**config.mk**
```make
export PLATFORM = sky130hd
export DESIGN_NAME = riscv_muldiv
export DESIGN_NICKNAME = d
export VERILOG_FILES = /design/src/rtl/riscv_muldiv.sv
export SDC_FILE = /design/constraint.sdc
export NUM_CORES = 1
export LEC_CHECK = 0
export CORE_MARGIN = 2
export CORE_UTILIZATION = 53
export CTS_CLUSTER_DIAMETER = 200
export DETAILED_ROUTE_END_ITERATION = 8
export GPL_ROUTABILITY_DRIVEN = 0
export GPL_TIMING_DRIVEN = 0
export PLACE_DENSITY_LB_ADDON = 0.3
export SLEW_MARGIN = 20
export SYNTH_ARGS = -nofsm -noshare
export SYNTH_HDL_FRONTEND = slang
export SYNTH_SLANG_ARGS = --single-unit
```
**constraint.sdc**
```tcl
create_clock -name clk -period 9.7 [get_ports clk]
set_clock_uncertainty 0.2 [all_clocks]
set_input_delay 2.425 -clock clk [delete_from_list [all_inputs] [get_ports clk]]
set_output_delay 2.425 -clock clk [all_outputs]
set_load 0.05 [all_outputs]
```
**src/rtl/riscv_muldiv.sv**
```systemverilog
// Iterative RV32M multiply/divide unit: radix-2 shift-add multiply, restoring divide.
// Define RISCV_MULDIV_DIV_EN to build the divide datapath; without it divide ops complete at once flagged illegal.
module riscv_muldiv #(
    parameter int XLEN = 32
) (
    input  logic            clk,
    input  logic            rst,
    input  logic            start,
    input  logic [2:0]      func3,
    input  logic [XLEN-1:0] A,
    input  logic [XLEN-1:0] B,
    output logic            busy,
    output logic            done,
    output logic [XLEN-1:0] result,
    output logic            illegal
);
    localparam int CW = $clog2(XLEN + 1);
    localparam logic [CW-1:0] LAST = CW'(XLEN - 1);

    typedef enum logic [1:0] {IDLE, CALC, DONE} state_t;
    state_t state, state_nxt;

    logic [CW-1:0]     cnt;
    logic [2*XLEN-1:0] acc, acc_nxt, prod;
    logic [XLEN-1:0]   opb;
    logic              neg, sel_hi;

    logic              accept, last_iter, fast, fast_ill;
    logic              sgn_a, sgn_b, a_neg, b_neg;
    logic [XLEN-1:0]   a_mag, b_mag, fast_res, final_res;
    logic [XLEN:0]     mul_sum;

    function automatic logic [2*XLEN-1:0] cneg_wide(input logic [2*XLEN-1:0] v, input logic n);
        return n ? -v : v;
    endfunction

    function automatic logic [XLEN-1:0] cneg(input logic [XLEN-1:0] v, input logic n);
        return n ? -v : v;
    endfunction

    assign accept    = (state == IDLE) && start;
    assign last_iter = (state == CALC) && (cnt == LAST);

    // MUL takes unsigned magnitudes: the low half of the product is sign-agnostic.
    always_comb begin
        sgn_a = 1'b0;
        sgn_b = 1'b0;
        if (func3[2]) begin
            sgn_a = ~func3[0];
            sgn_b = ~func3[0];
        end else begin
            sgn_a = (func3[1:0] == 2'b01) || (func3[1:0] == 2'b10);
            sgn_b = (func3[1:0] == 2'b01);
        end
    end

    assign a_neg = sgn_a & A[XLEN-1];
    assign b_neg = sgn_b & B[XLEN-1];
    assign a_mag = cneg(A, a_neg);
    assign b_mag = cneg(B, b_neg);

`ifdef RISCV_MULDIV_DIV_EN
    logic            is_div, is_rem, div_zero, div_ovf, div_ge;
    logic [XLEN:0]   div_sh;
    logic [XLEN-1:0] div_rem;

    assign div_zero = func3[2] && (B == '0);
    assign div_ovf  = func3[2] && !func3[0] && (A == {1'b1, {(XLEN-1){1'b0}}}) && (B == '1);
    assign fast     = div_zero || div_ovf;
    assign fast_ill = 1'b0;

    always_comb begin
        if (div_zero) fast_res = func3[1] ? A : '1;
        else          fast_res = func3[1] ? '0 : A;
    end

    // acc holds {remainder, dividend/quotient}; one quotient bit enters at the bottom per step.
    assign div_sh  = acc[2*XLEN-1:XLEN-1];
    assign div_ge  = div_sh >= {1'b0, opb};
    assign div_rem = div_ge ? (div_sh[XLEN-1:0] - opb) : div_sh[XLEN-1:0];
    assign mul_sum = {1'b0, acc[2*XLEN-1:XLEN]} + (acc[0] ? {1'b0, opb} : '0);
    assign acc_nxt = is_div ? {div_rem, acc[XLEN-2:0], div_ge} : {mul_sum, acc[XLEN-1:1]};
    assign prod    = cneg_wide(acc_nxt, neg);

    always_comb begin
        if (is_div)      final_res = cneg(is_rem ? acc_nxt[2*XLEN-1:XLEN] : acc_nxt[XLEN-1:0], neg);
        else if (sel_hi) final_res = prod[2*XLEN-1:XLEN];
        else             final_res = prod[XLEN-1:0];
    end
`else
    assign fast     = func3[2];
    assign fast_ill = 1'b1;
    assign fast_res = '0;

    assign mul_sum   = {1'b0, acc[2*XLEN-1:XLEN]} + (acc[0] ? {1'b0, opb} : '0);
    assign acc_nxt   = {mul_sum, acc[XLEN-1:1]};
    assign prod      = cneg_wide(acc_nxt, neg);
    assign final_res = sel_hi ? prod[2*XLEN-1:XLEN] : prod[XLEN-1:0];
`endif

    always_ff @(posedge clk or posedge rst) begin
        if (rst) state <= IDLE;
        else     state <= state_nxt;
    end

    always_comb begin
        state_nxt = state;
        case (state)
            IDLE:    if (start) state_nxt = fast ? DONE : CALC;
            CALC:    if (cnt == LAST) state_nxt = DONE;
            DONE:    state_nxt = IDLE;
            default: state_nxt = IDLE;
        endcase
    end

    always_comb begin
        busy = (state != IDLE);
        done = (state == DONE);
    end

    always_ff @(posedge clk or posedge rst) begin
        if (rst) begin
            cnt     <= '0;
            result  <= '0;
            illegal <= 1'b0;
        end else begin
            if (accept)              cnt <= '0;
            else if (state == CALC)  cnt <= cnt + CW'(1);
            if (accept && fast) begin
                result  <= fast_res;
                illegal <= fast_ill;
            end else if (last_iter) begin
                result  <= final_res;
                illegal <= 1'b0;
            end
        end
    end

    // Operand/accumulator state is only meaningful after an accept, so it carries no reset.
    always_ff @(posedge clk) begin
        if (accept) begin
            acc    <= {{XLEN{1'b0}}, a_mag};
            opb    <= b_mag;
            neg    <= (func3[2] && func3[1]) ? a_neg : (a_neg ^ b_neg);
            sel_hi <= (func3[1:0] != 2'b00);
`ifdef RISCV_MULDIV_DIV_EN
            is_div <= func3[2];
            is_rem <= func3[1];
`endif
        end else if (state == CALC) begin
            acc <= acc_nxt;
        end
    end
endmodule

```
==> Word-level counts from Yosys, hierarchy flattened <==
Cells that the tools add are included.
{ "word_totals": {"n_memories": 0, "mem_bits_rw": 0, "mem_bits_ro": 0, "out_inout_bits": 35, "latchBits": 0, "input_bits": 70, "register_bits": 139, "wordCells": 56} }
{ "op_classes": {"div_mod_pow": 0, "n_addsub": 5, "bitwise": 4, "shifts": 0, "n_mux": 20, "reduce_logical": 11, "multipliers": 0, "eq_ne": 7, "n_lt_le_gt_ge": 0} }
{ "ops": {"columns": ["cell", "count"], "rows": [
  ["32-bit 2-to-1 mux", 8],
  ["64-bit 2-to-1 mux", 1],
  ["32-bit negator", 2],
  ["64-bit negator", 1],
  ["32-bit by 32-bit adder with 33-bit output", 1],
  ["6-bit 2-to-1 mux", 2],
  ["2-bit nonzero test", 4],
  ["6-bit by 1-bit adder with 6-bit output, second input constant", 1],
  ["6-bit by 5-bit equality test with 1-bit output, second input constant", 1],
  ["2-bit 2-to-1 mux", 3],
  ["1-bit 2-to-1 mux", 5],
  ["2-bit by 1-bit equality test with 1-bit output, second input constant", 2],
  ["2-bit equality test, second input constant", 2],
  ["1-bit logical AND", 4],
  ["2-bit case mux with 2 select lines", 1],
  ["1-bit bitwise AND", 2],
  ["2-bit zero test", 1],
  ["2-bit by 1-bit != test with 1-bit output, second input constant", 1],
  ["2-bit != test, second input constant", 1],
  ["2-bit AND reduction", 1],
  ["1-bit logical OR", 1],
  ["1-bit NOT", 1],
  ["1-bit XOR", 1]
]} }

==> Longest topological paths before layout <==
Gate-level depths: netlist of run 1.
{ "logic_depth": {"ltp_word": 7, "depth_mapped": 16, "ltp_nobuf": 14} }

==> Worst setup path after synthesis of run 1 <==
OpenSTA, ideal clock, no wires.
{ "synth_timing": {"path_kind": "input to register", "startpoint": "input A[1]", "endpoint": "register acc[29] (data pin)", "slack_ns": 4.473, "cell_stages": 11, "path_buffers": 1, "t_arrival_ns": 4.759, "path_cell_list": "or2_2 or3_1 nor3_1 nand2_1 or4_1 clkbuf_1 nor4_1 nand2_1 o31ai_1 xor2_1 o21ai_0"} }
{ "synth_via": {"elab_chain_len": 3} }
{ "synth_rtl": {"columns": ["element", "line", "source"], "rows": [
  ["start, declared", "10", "input logic [XLEN-1:0] A,"],
  ["32-bit negator", "38", "return n ? -v : v;"],
  ["32-bit 2-to-1 mux", "38", null],
  ["32-bit 2-to-1 mux", "141", "if (accept) begin"],
  ["end signal, assigned", "142", "acc <= {{XLEN{1'b0}}, a_mag};"],
  ["end signal, assigned", "151", "acc <= acc_nxt;"],
  ["end, declared", "24", "logic [2*XLEN-1:0] acc, acc_nxt, prod;"]
]} }
Every way passes these cells.
A chain may end at the register's enable or synchronous reset.

==> Worst setup path in the final report of run 1 <==
{ "layout_timing": {"startpoint": "input B[2]", "endpoint": "register opb[25] (data pin)"} }
{ "layout_via": {"elab_chain_len": 2} }
{ "layout_rtl": {"columns": ["element", "line", "source"], "rows": [
  ["start, declared", "11", "input logic [XLEN-1:0] B,"],
  ["32-bit negator", "38", null],
  ["32-bit 2-to-1 mux", "38", null],
  ["via b_mag[25]", "30", "logic [XLEN-1:0] a_mag, b_mag, fast_res, final_res;"],
  ["end signal, assigned", "143", "opb <= b_mag;"],
  ["end, declared", "25", "logic [XLEN-1:0] opb;"]
]} }
The timed path passes the listed nets, and every way through them passes these cells.

==> results of run 1 <==
## layer usage
layer | wire length, um | vias up
li1 | - | 4824
met1 | 13200 | 4775
met2 | 13400 | 479
met3 | 2490 | 86
met4 | 1160 | 0
met5 | 0 | -
## metrics by stage
| stage | utilization [%] | worst slack, ns | area [sq um] |
|---|---|---|---|
| 3_5_place_dp | 60.9 | 3.42 | 11800 |
| 4_1_cts | 64.1 | 3.84 | 12400 |
| 6_report | 64.1 | 3.81 | 12400 |
| 5_1_grt | 64.1 | 3.51 | 12400 |
| 3_3_place_gp | 60.8 | 3.45 | 11800 |
| 2_1_floorplan | - | 4.47 | 10400 |
## worst reg2reg max path, delay by kind of cell, from the launching register on
kind                     cells  cell delay [ns]
AND/OR/NAND/NOR              5             2.00
AO/OA/AOI/OAI                5             1.54
adder cells (fa/ha/maj)      2             0.56
buffers and inverters        2             0.48
flip-flops                   1             0.42
XOR/XNOR                     1             0.10
## state kept, by name, summed over array words and instances, names as in the netlist
signal,flops
acc,64
opb,32
result,32
cnt,6
state,2
illegal,1
neg,1
sel_hi,1
## area by class of cell
| class | count | area [sq um] | area share, % |
|---|---|---|---|
| buffer | 65 | 244 | 1.97 |
| clock buffer | 21 | 460 | 3.72 |
| clock inverter | 11 | 145 | 1.17 |
| inverter | 34 | 128 | 1.03 |
| multi-input combinational | 1011 | 6360 | 51.4 |
| sequential | 139 | 3650 | 29.4 |
| tap | 265 | 332 | 2.68 |
| timing repair buffer | 105 | 1070 | 8.62 |
## how the worst min path moves through the flow
| stage | start | end | slack, ns | cells after the start |
|---|---|---|---|---|
| after floorplan | acc[45]$_SDFFE_PP0P_ | acc[45]$_SDFFE_PP0P_ | 0.23 | 2 |
| after global placement | acc[45]$_SDFFE_PP0P_ | acc[45]$_SDFFE_PP0P_ | 0.24 | 2 |
| after detailed placement | acc[37]$_SDFFE_PP0P_ | acc[37]$_SDFFE_PP0P_ | 0.26 | 2 |
| after CTS | acc[37]$_SDFFE_PP0P_ | acc[37]$_SDFFE_PP0P_ | 0.27 | 2 |
| after global routing | acc[36]$_SDFFE_PP0P_ | acc[36]$_SDFFE_PP0P_ | 0.29 | 2 |
| final | acc[37]$_SDFFE_PP0P_ | acc[37]$_SDFFE_PP0P_ | 0.27 | 2 |
## power groups by stage
stage | clock network, mW | logic (mW) | registers (mW)
finish | 0.678 | 2.03 | 1.03
CTS | 0.677 | 1.99 | 1.02
global route | 0.700 | 2.21 | 1.04
global placement | 0 | 1.93 | 1.02
detailed placement | 0 | 1.97 | 1.03
floorplan | 0 | 1.37 | 1.01
## logic make-up (layout without fill, tap and decap cells)
kind of cell | Yosys count | count (layout) | share of synthesized area [%]
AND/OR/NAND/NOR | 466 | 466 | 22.4
AO/OA/AOI/OAI | 366 | 366 | 22.2
flip-flops | 139 | 139 | 35.1
XOR/XNOR | 129 | 129 | 10.9
buffers and inverters | 99 | 236 | 3.58
adder cells (fa/ha/maj) | 39 | 39 | 4.77
multiplexers | 11 | 11 | 1.08
## cell usage in the layout, fill, tap and decap left out, types with 8 or more instances in the layout
cell type and instances:
sky130_fd_sc_hd__nand2_1 159, sky130_fd_sc_hd__o21ai_0 141, sky130_fd_sc_hd__clkdlybuf4s50_1 104, sky130_fd_sc_hd__a21oi_1 82
sky130_fd_sc_hd__nor2_1 80, sky130_fd_sc_hd__xor2_1 73, sky130_fd_sc_hd__clkbuf_1 67, sky130_fd_sc_hd__edfxtp_1 66
sky130_fd_sc_hd__xnor2_1 56, sky130_fd_sc_hd__nand3_1 44, sky130_fd_sc_hd__dfrtp_1 41, sky130_fd_sc_hd__and2_1 40
sky130_fd_sc_hd__ha_1 38, sky130_fd_sc_hd__nor3_1 32, sky130_fd_sc_hd__dfxtp_1 32, sky130_fd_sc_hd__inv_1 31
sky130_fd_sc_hd__o31ai_1 24, sky130_fd_sc_hd__nor4_1 18, sky130_fd_sc_hd__clkbuf_16 17, sky130_fd_sc_hd__a21o_1 15
sky130_fd_sc_hd__nand4_1 14, sky130_fd_sc_hd__or4_1 13, sky130_fd_sc_hd__nand2b_1 12, sky130_fd_sc_hd__a22o_1 12
sky130_fd_sc_hd__or3_1 11, sky130_fd_sc_hd__mux2i_1 9, sky130_fd_sc_hd__a31oi_1 9, sky130_fd_sc_hd__or2_2 8
sky130_fd_sc_hd__o211ai_1 8
==> qor_table.md, run 1 <==
| Metric | This run | Unit |
| --- | --- | --- |
| Result of the run | complete, no violations | - |
| Power density over the cells | 302 | nW/um^2 |
| CTS tree | yes | - |
| WP data arrival | 5.91 | ns |
| Final worst-path cycle share | 60.7 | % |
| Number of antenna violations at the first check in global routing | 0 | - |
| Leading post-synthesis cells by cell area | sky130_fd_sc_hd__edfxtp_1 (19%), sky130_fd_sc_hd__dfrtp_1 (9.9%), sky130_fd_sc_hd__o21ai_0 (6.8%) | - |
| Number of buffers added for setup after CTS | 0 | - |
| Fraction of final layout cells sized beyond drive strength 1 | 4.33 | % |
| Max-slew headroom at the worst pin | 42.5 | % |
| M3 GR Usage | 4.77 | % |
| Synth-to-layout area growth | 19.3 | % |
| Diode count | 0 | - |
| Cell count after placement | 1619 | - |
| Critical path destination | opb[25]$_DFFE_PP_ | - |
| Maximum number of pins on one net before global-route repair | 44 | - |
| Setup crit end kind | flip-flop | - |
| Buffer depth of the longest clock path | 2 | - |
| Number of violations reported at the end of detailed-routing iteration 0 | 909 | - |
| Unique cell type count in the Yosys netlist | 78 | - |
| Count of instances resized after the clock tree is built | 0 | - |
| Final worst hold slack | 0.267 | ns |
| Number of nets in the layout | 1482 | - |
| DRC violation count after routing | 0 | - |
| Clock-pin slew reported for the worst setup and hold paths after clock tree synthesis | 0.06 | ns |
| Met2 usage in global routing | 46.7 | % |
| Hpwl dp | 23500 | um |
| Number of enable-type register cells in the synthesized netlist | 66 | - |
| Number of cells produced by synthesis | 1249 | - |
| Synthesized area per cell | 8.31 | sq um |
| Core Footprint | 19300 | sq um |
| Initial Utilization | 53.7 | % |
| Cell type with the largest total area after synthesis | sky130_fd_sc_hd__edfxtp_1 | - |
| Global-route wire length before repair | 47700 | um |
| Most congested layer reported by global routing | met2 | - |
| Final worst path period need | 5.89 | ns |
| H-tree lvl count | 4 | - |
| Count of clock tree sinks | 139 | - |
| Number of buffer and inverter stages on the critical path | 1 | - |
| Floorplan die area | 20700 | sq um |
| P_sw | 1.79 | mW |
| Internal power | 1.95 | mW |
| Synth Net Count | 1358 | - |
| Worst reg2reg path depth | 15 | - |
| Register area share after synthesis | 35.1 | % |
| Most numerous cell in the Yosys netlist | sky130_fd_sc_hd__nand2_1 | - |
| CTS hold repair buffers | 0 | - |
| Via count of the first global-routing pass | 9344 | - |
| Worst flop-to-flop path endpoint | result[26]$_DFFE_PP0P_ | - |
| Critical Path Slowest Stage Cell | sky130_fd_sc_hd__nor4_1 | - |
| Final Slew Violations | 0 | - |
| Fraction of registers with async set/reset | 29.5 | % |
| Input/output buffers | 104 | - |
| Startpoint class of the critical path | primary input | - |
| Number of placed I/O pins | 105 | - |
| Cells along the critical path | clkdlybuf4s50_1 > nor3_1 > nand2_1 > nor3_1 > nand2_1 > nor4_1 > nand2_1 > or4_1 > nor4_1 > a21oi_1 > xor2_1 | - |
| Number of maximum-capacitance violations | 0 | - |
| Logic depth of the worst setup path including buffers | 11 | - |
| Worst IR drop on VDD | 134 | uV |
| Final WL | 30200 | um |
| Number of placement rows | 51 | - |
| Critical Path Source | B[2] | - |
| Most used standard cells in the synthesized netlist | sky130_fd_sc_hd__nand2_1 (159), sky130_fd_sc_hd__o21ai_0 (141), sky130_fd_sc_hd__a21oi_1 (82), sky130_fd_sc_hd__nor2_1 (80), sky130_fd_sc_hd__xor2_1 (73) | - |
| Most frequent CP cell | sky130_fd_sc_hd__nand2_1 | - |
| Die width | 144 | um |
| Initial DRT Pass Iterations | 6 | - |
| Insertion delay of the later-clocked pin in the worst-skew pair | 0.44 | ns |
| Antenna-violating nets left | 0 | - |
| Kind of critical path | primary input to flip-flop | - |
| Total negative setup slack | 0 | ns |
| Main synth FF type | sky130_fd_sc_hd__edfxtp_1 | - |
| Leakage power total | 4.81 | nW |
| Clock buffer count from CTS | 17 | - |
| Top fanout value on the critical path | 4 | - |
| Sum of internal, switching and leakage power | 3.74 | mW |
| CP delay by family, top | simple AND/OR/NAND/NOR gates | - |
| Final setup viols | 0 | - |
| Share of power burned in the clock network | 18.1 | % |
| Required time of the critical path | 9.72 | ns |
| Delay of the slowest cell on the worst path | 0.57 | ns |
| Global Route Usage Sum | 29.7 | % |
| Filler-free cell count of the finished design | 1651 | - |
| Post-detailed-route via-to-cell ratio | 6.16 | - |
| Share of the synthesized area in the top cell type | 19.1 | % |
| DR WL/cell | 18.3 | um |
| Floorplan die height | 144 | um |
| Slew of the pin with the lowest slew margin | 0.862 | ns |
| Register-to-Register Setup Slack | 4.27 | ns |
| CTS root buf | sky130_fd_sc_hd__clkbuf_16 | - |
| Share of total power consumed by net switching | 47.8 | % |
| F_max | 0.170 | GHz |
| Global-route met1 utilization | 41.2 | % |
| Layout fillers | 1678 | - |
| Number of hold-slack violations in the final timing report | 0 | - |
| Worst Hold Class | flip-flop to flip-flop | - |
| Residual overflow from global routing | 0 | - |
| Post-synthesis instance area | 10400 | sq um |
| Launch instance of the worst register-to-register path | acc[0]$_DFFE_PP_ | - |
| Unrepaired setup endpoints after global routing | false | - |
| Synthesis-stage register bit count | 139 | - |
| Via total after detailed routing | 10164 | - |
| Total of warnings raised by yosys | 0 | - |
| Seq pwr share | 27.5 | % |
| Part of the total power dissipated in combinational logic | 54.3 | % |
No activity file was read; power rests on OpenSTA's default activity.
==> inputs of run 2 (changes only) <==
==> constraint.sdc (replaced) <==
create_clock -name clk -period 6 [get_ports clk]
set_clock_uncertainty 0.2 [all_clocks]
set_input_delay 1.5 -clock clk [delete_from_list [all_inputs] [get_ports clk]]
set_output_delay 1.5 -clock clk [all_outputs]
set_load 0.05 [all_outputs]
==> results of run 2 <==
Same layout as run 1 (identical final DEF). Status: complete, no violations.
Among the figures that moved: setup slack after placement 3.42 ns -> 0.643 ns; setup slack after layout 3.81 ns -> 0.573 ns; start point of the critical path B[2] -> acc[0]$_DFFE_PP_; end point of the critical path opb[25]$_DFFE_PP_ -> result[26]$_DFFE_PP0P_; register-to-register setup slack 4.27 ns -> 0.57 ns; total power 3.74 mW -> 6.05 mW; worst IR drop on VDD 134 uV -> 217 uV
